**src/rtl/fwd_pkg.sv**
```systemverilog
// Shared types and helpers for the forwarding scoreboard.
// Select encoding, stage-record fields and the select width.
package fwd_pkg;

  localparam int FWD_RF       = 0;
  localparam int FWD_FROM_MEM = 1;

  localparam int VLD_W = 1;
  localparam int RW_W  = 1;
  localparam int MR_W  = 1;

  typedef struct packed {
    logic vld;
    logic rw;
    logic mr;
  } stg_ctl_t;

  function automatic int fw_width(input int stages);
    return (stages < 2) ? 1 : $clog2(stages);
  endfunction

endpackage

```
**src/rtl/fwd_match.sv**
```systemverilog
// Per-source priority match against producer stages 1..STAGES-1.
// The youngest (lowest-index) producer wins.
module fwd_match
  import fwd_pkg::*;
#(
  parameter int STAGES = 3,
  parameter int REG_AW = 5,
  parameter int FW     = 2
) (
  input  logic                           en_i,
  input  logic [REG_AW-1:0]              rs_i,
  input  logic [(STAGES-1)*REG_AW-1:0]   prod_rd_i,
  input  logic [STAGES-2:0]              prod_vld_i,
  output logic [FW-1:0]                  sel_o
);

  // Entry j describes stage j+1; scan oldest first so the youngest sticks.
  always_comb begin
    sel_o = FW'(FWD_RF);
    if (en_i && rs_i != '0) begin
      for (int j = STAGES - 2; j >= 0; j--) begin
        if (prod_vld_i[j] &&
            prod_rd_i[j*REG_AW +: REG_AW] == rs_i) begin
          sel_o = FW'(j + 1);
        end
      end
    end
  end

endmodule

```
**src/rtl/fwd_scoreboard.sv**
```systemverilog
// Forwarding and load-use hazard unit: tracks in-flight
// destination tags, drives EX forward selects and the ID stall.
module fwd_scoreboard
  import fwd_pkg::*;
#(
  parameter int NUM_SRC    = 2,
  parameter int STAGES     = 3,
  parameter int REG_AW     = 5,
  parameter int LOAD_STAGE = 2,
  parameter int CNT_W      = 16
) (
  input  logic                                 clk_i,
  input  logic                                 rst_i,
  input  logic                                 id_valid_i,
  input  logic [NUM_SRC*REG_AW-1:0]            id_rs_i,
  input  logic [REG_AW-1:0]                    id_rd_i,
  input  logic                                 id_regwrite_i,
  input  logic                                 id_memread_i,
  input  logic                                 flush_i,
  output logic                                 stall_o,
  output logic [NUM_SRC*fw_width(STAGES)-1:0]  fwd_sel_o,
  output logic [CNT_W-1:0]                     stall_cnt_o
);

  localparam int FW = fw_width(STAGES);

  stg_ctl_t [STAGES-1:0]              ctl_q, ctl_d;
  logic [STAGES-1:0][REG_AW-1:0]      rd_q, rd_d;
  logic [NUM_SRC-1:0][REG_AW-1:0]     rs_q, rs_d;
  logic [CNT_W-1:0]                   cnt_q, cnt_d;

  logic [STAGES-1:0] prod;
  logic              hazard;

  always_comb begin
    for (int s = 0; s < STAGES; s++) begin
      prod[s] = ctl_q[s].vld && ctl_q[s].rw && rd_q[s] != '0;
    end
  end

  // Loads still too young to forward from force the ID reader to wait.
  always_comb begin
    hazard = 1'b0;
    for (int s = 0; s < STAGES; s++) begin
      for (int k = 0; k < NUM_SRC; k++) begin
        if (s + 2 <= LOAD_STAGE && prod[s] && ctl_q[s].mr &&
            rd_q[s] == id_rs_i[k*REG_AW +: REG_AW]) begin
          hazard = 1'b1;
        end
      end
    end
  end

  assign stall_o = !rst_i && id_valid_i && !flush_i && hazard;

  always_comb begin
    ctl_d[0].vld = id_valid_i && !stall_o && !flush_i;
    ctl_d[0].rw  = id_regwrite_i;
    ctl_d[0].mr  = id_memread_i;
    rd_d[0]      = id_rd_i;
    rs_d         = id_rs_i;
    for (int s = 1; s < STAGES; s++) begin
      ctl_d[s] = ctl_q[s-1];
      rd_d[s]  = rd_q[s-1];
    end
  end

  always_comb begin
    cnt_d = cnt_q;
    if (stall_o && cnt_q != '1) begin
      cnt_d = cnt_q + CNT_W'(1);
    end
  end

  always_ff @(posedge clk_i) begin
    if (rst_i) begin
      ctl_q <= '0;
      rd_q  <= '0;
      rs_q  <= '0;
      cnt_q <= '0;
    end else begin
      ctl_q <= ctl_d;
      rd_q  <= rd_d;
      rs_q  <= rs_d;
      cnt_q <= cnt_d;
    end
  end

  assign stall_cnt_o = cnt_q;

  for (genvar k = 0; k < NUM_SRC; k++) begin : g_src
    fwd_match #(
      .STAGES (STAGES),
      .REG_AW (REG_AW),
      .FW     (FW)
    ) u_match (
      .en_i       (ctl_q[0].vld),
      .rs_i       (rs_q[k]),
      .prod_rd_i  (rd_q[STAGES-1:1]),
      .prod_vld_i (prod[STAGES-1:1]),
      .sel_o      (fwd_sel_o[k*FW +: FW])
    );
  end

endmodule
```
**config.mk**
```make
export PLATFORM = sky130hd
export DESIGN_NAME = fwd_scoreboard
export DESIGN_NICKNAME = d
export VERILOG_FILES = /design/src/rtl/fwd_pkg.sv /design/src/rtl/fwd_match.sv /design/src/rtl/fwd_scoreboard.sv
export SDC_FILE = /design/constraint.sdc
export NUM_CORES = 1
export LEC_CHECK = 0
export CAP_MARGIN = 5
export CORE_MARGIN = 10
export CORE_UTILIZATION = 40
export DETAILED_ROUTE_END_ITERATION = 12
export PLACE_DENSITY_LB_ADDON = 0.15
export SLEW_MARGIN = 0
export SYNTH_ARGS = -nofsm -noshare
export SYNTH_HDL_FRONTEND = slang
export SYNTH_HIERARCHICAL = 1
export SYNTH_SLANG_ARGS = --single-unit
```
**constraint.sdc**
```tcl
create_clock -name clk_i -period 2.6 [get_ports clk_i]
set_input_delay 0.39 -clock clk_i [delete_from_list [all_inputs] [get_ports clk_i]]
set_output_delay 0.39 -clock clk_i [all_outputs]
set_load 0.03 [all_outputs]
```
==> out/qor.csv <==
stage;metric;value;unit
die;die height;93.05;µm
placement;RePlAce Congestion;0.8059;
clock_tree;Setup Fix Bufs, Post-CTS;0;
finish;Layout Utilization;53.85;%
synth;Syn Std Cell Area;2135;µm²
power;Static Leakage;1.102;nW
synth;largest family of logic cells by synthesized area;simple AND/OR/NAND/NOR gates;
critical_path;worst path required time;2210;ps
critical_path;CP max stage delay;420;ps
clock_tree;clock net sink count;48;
detailed_routing;Vias/cell;4.950;
clock_tree;Post-CTS Hold Buffers;0;
detailed_routing;drt total wl;4971;µm
synth;Synth Warn #;6;
synth;Post-Synth Adder-Cell Area;0.5862;%
detailed_routing;Residual DRC;0;
finish;area of the multi-input gates;1129;µm²
synth;Seq/Total Area, Yosys;45.02;%
timing;final setup fails;0;
synth;register bit total from synthesis;48;
clock_tree;CTS root buf;clkbuf_8;
critical_path;FF-to-FF setup slack;280;ps
timing;Slew Viols, Final;0;
detailed_routing;DR vias;1693;
die;# rows;26;
timing;final-report hold violation count;0;
power;pwr dens;490.2;nW/µm²
critical_path;FF-to-FF Start;stall_cnt_o[1];
clock_tree;CTS tree;built;
clock_tree;H-Tree Depth;2;
placement;hpwl dp;3801;µm
critical_path;Worst setup SP type;flip-flop;
power;maximum vdd drop;0.2605;mV
synth;fraction of the mapped netlist area in simple logic gates;28.90;%
synth;Post-synth EDFFs;0;
clock_tree;Clock transition at path regs;80;ps
synth;mux share of post-synthesis cell area;0.4689;%
die;initial core utilization;41.53;%
global_routing;grt ovf;0;
clock_tree;Worst-Skew Late Latency;300;ps
finish;n_diodes;0;
die;die width;93.05;µm
critical_path;Worst Path Arrival;2020;ps
synth;syn avg cell area;9.702;µm²
global_routing;global-route wire length before repair;8114;µm
synth;Cells after Synth;220;
finish;Final #Nets;293;
synth;Synth Net Count;242;
global_routing;vias in the first global route;1727;
detailed_routing;drt pass-1 iters;4;
global_routing;pin count of the biggest net entering global routing;48;
synth;Synth Flop Type;dfxtp_1;
synth;Compound-Gate Fraction of Synth Area;8.558;%
die;Placeable Area;5140;µm²
die;# IOs;42;
critical_path;Setup crit end kind;output port;
finish;Reg area;960.9;µm²
timing;Worst-Margin Slew;475.9;ps
critical_path;CP cell instances;or3_1 > o311a_1 > nand3_1 > nor3b_2 > dlygate4sd2_1;
synth;Synth async-reset ratio;0;%
finish;Area growth, synth to finish;29.66;%
hold_path;Hold EP;ctl_d[7];
hold_path;HP Class;flip-flop to flip-flop;
clock_tree;CTS buffer count;5;
global_routing;initial antenna violation count;0;
timing;fmax;414.9;MHz
finish;number of filler cells placed in the layout;497;
global_routing;GRT Util Overall;11.78;%
finish;share of layout cells above drive strength 1;11.03;%
timing;TNS Setup;0;ps
hold_path;hold path start;ctl_d[4];
clock_tree;Max clock buf depth;2;
critical_path;Max FO, Critical Path;4;
placement;Port Buffer Count;41;
detailed_routing;post-DR wirelength/cell;14.54;µm
critical_path;critical path class;flip-flop to output port;
critical_path;r2r worst-path depth;8;
timing;fin crit share;92.71;%
hold_path;Hold Path Depth;1;
detailed_routing;antenna-violating nets left;0;
timing;RSZ-0062 raised after global routing;no;
timing;skew final;3.795;ps
timing;WHS;461.0;ps
critical_path;CP max-delay cell;dlygate4sd2_1;
timing;post-layout min period;2410;ps
die;Die ar.;8658;µm²
timing;Worst slew margin;68.27;%
synth;Synth cell types;39;
critical_path;reg2reg end;stall_cnt_o[1];
run_status;outcome;completed;
synth;Synth Area in XOR/XNOR;14.36;%
job;max-cap violations;0;
detailed_routing;DR iter-0 viols;39;
-- kinds of logic (layout without fill, tap and decap cells) --
logic type,Yosys count,after routing
AOI/OAI and AO/OA,28,28
xor gates and xnor gates,35,35
adders and majority gates,1,1
buffers and inverters,8,60
DFF,48,48
muxes,1,1
and+or+nand+nor,99,99
-- worst max-delay path by stage --
stage | start | end | slack [ps]
3_3_place_gp | id_valid_i | stall_cnt_o[6] | 110
5_1_grt | stall_cnt_o[1] | stall_cnt_o[1] | 20
4_1_cts | rd_d[11] | fwd_sel_o[2] | 90
2_1_floorplan | stall_cnt_o[0] | stall_cnt_o[1] | 550
6_report | rd_d[10] | fwd_sel_o[1] | 190
3_5_place_dp | rst_i | stall_cnt_o[6] | 50
-- per-stage QoR --
step,instance area (µm²),setup WS (ps),instances,total power [W]
floorplan,2135,545.5,220,0.0008595
global placement,2668,105.6,334,0.0009161
detailed placement,2668,54.36,334,0.0009170
CTS,2763,88.98,342,0.001372
global route,2768,20.37,342,0.001425
finish,2768,189.6,342,0.001357
-- synthesized netlist by cell type, types with 3 or more instances --
library cell	count	area, µm²
nor2b_1	32	200.2
nor4_1	5	31.28
nand2_1	3	11.26
nand4_1	4	25.02
o21ai_0	5	25.02
a21oi_1	9	45.04
nor2_1	11	41.29
nor3b_2	3	37.54
dfxtp_1	48	960.9
xnor2_1	8	70.07
nor3_1	4	20.02
nand3_1	12	60.06
and3_1	4	25.02
clkbuf_1	6	22.52
or3_1	8	50.05
xor2_1	27	236.5
-- registers in the layout, indices dropped and copies added, names as in the netlist --
register	cells
ctl_d	5
rd_q	5
ctl_q	2
rd_d	10
stall_cnt_o	16
rs_q	10
-- timing repair --
action	in CTS	in global routing
endpoints found under the setup margin	2	2
cloned	0	0
resized for setup	2	2
-- power breakdown --
part	switching (W)	internal [W]
clock network	0.000244	0.000215
registers	0.0000233	0.000756
logic	0.0000469	0.0000708
-- layout make-up --
cell class,count,area share [%]
multi-input cells,164,40.78
well taps,70,3.165
repair buffers,52,17.81
clock buffers,6,2.984
clock inverters,2,0.5425
flip-flops and latches,48,34.72
-- critical path, delay by kind of cell, from the launching register on --
family	cells	cell delay (ps)
and+or+nand+nor	3	640
DFF	1	350
AOI/OAI and AO/OA	1	320
buffers and inverters	1	420
-- per-layer routing --
layer / track usage, % / wire [µm] / up-vias / share of wire, %
met2: 21.79 / 2637 / 32 / 53
met1: 11.66 / 1991 / 782 / 40
met5: 0 / 0 / - / 0
met4: 3.599 / 46 / 0 / 0.93
met3: 4.956 / 295 / 4 / 5.9
li1: - / - / 875 / -
-- cells in the final DEF (no fill, tap or decap), types with 3 or more instances in the layout --
cell / instances
xor2_1: 27
buf_4: 12
a21oi_1: 9
xnor2_1: 8
o21ai_0: 5
nand2_1: 3
nand4_1: 4
nor2_1: 11
or3_1: 8
nor2b_1: 32
clkbuf_8: 6
dfxtp_1: 48
nor4_1: 5
nor3b_2: 3
clkdlybuf4s50_1: 36
nor3_1: 4
nand3_1: 12
and3_1: 4
Note: power is estimated with default switching activity, not from simulation.
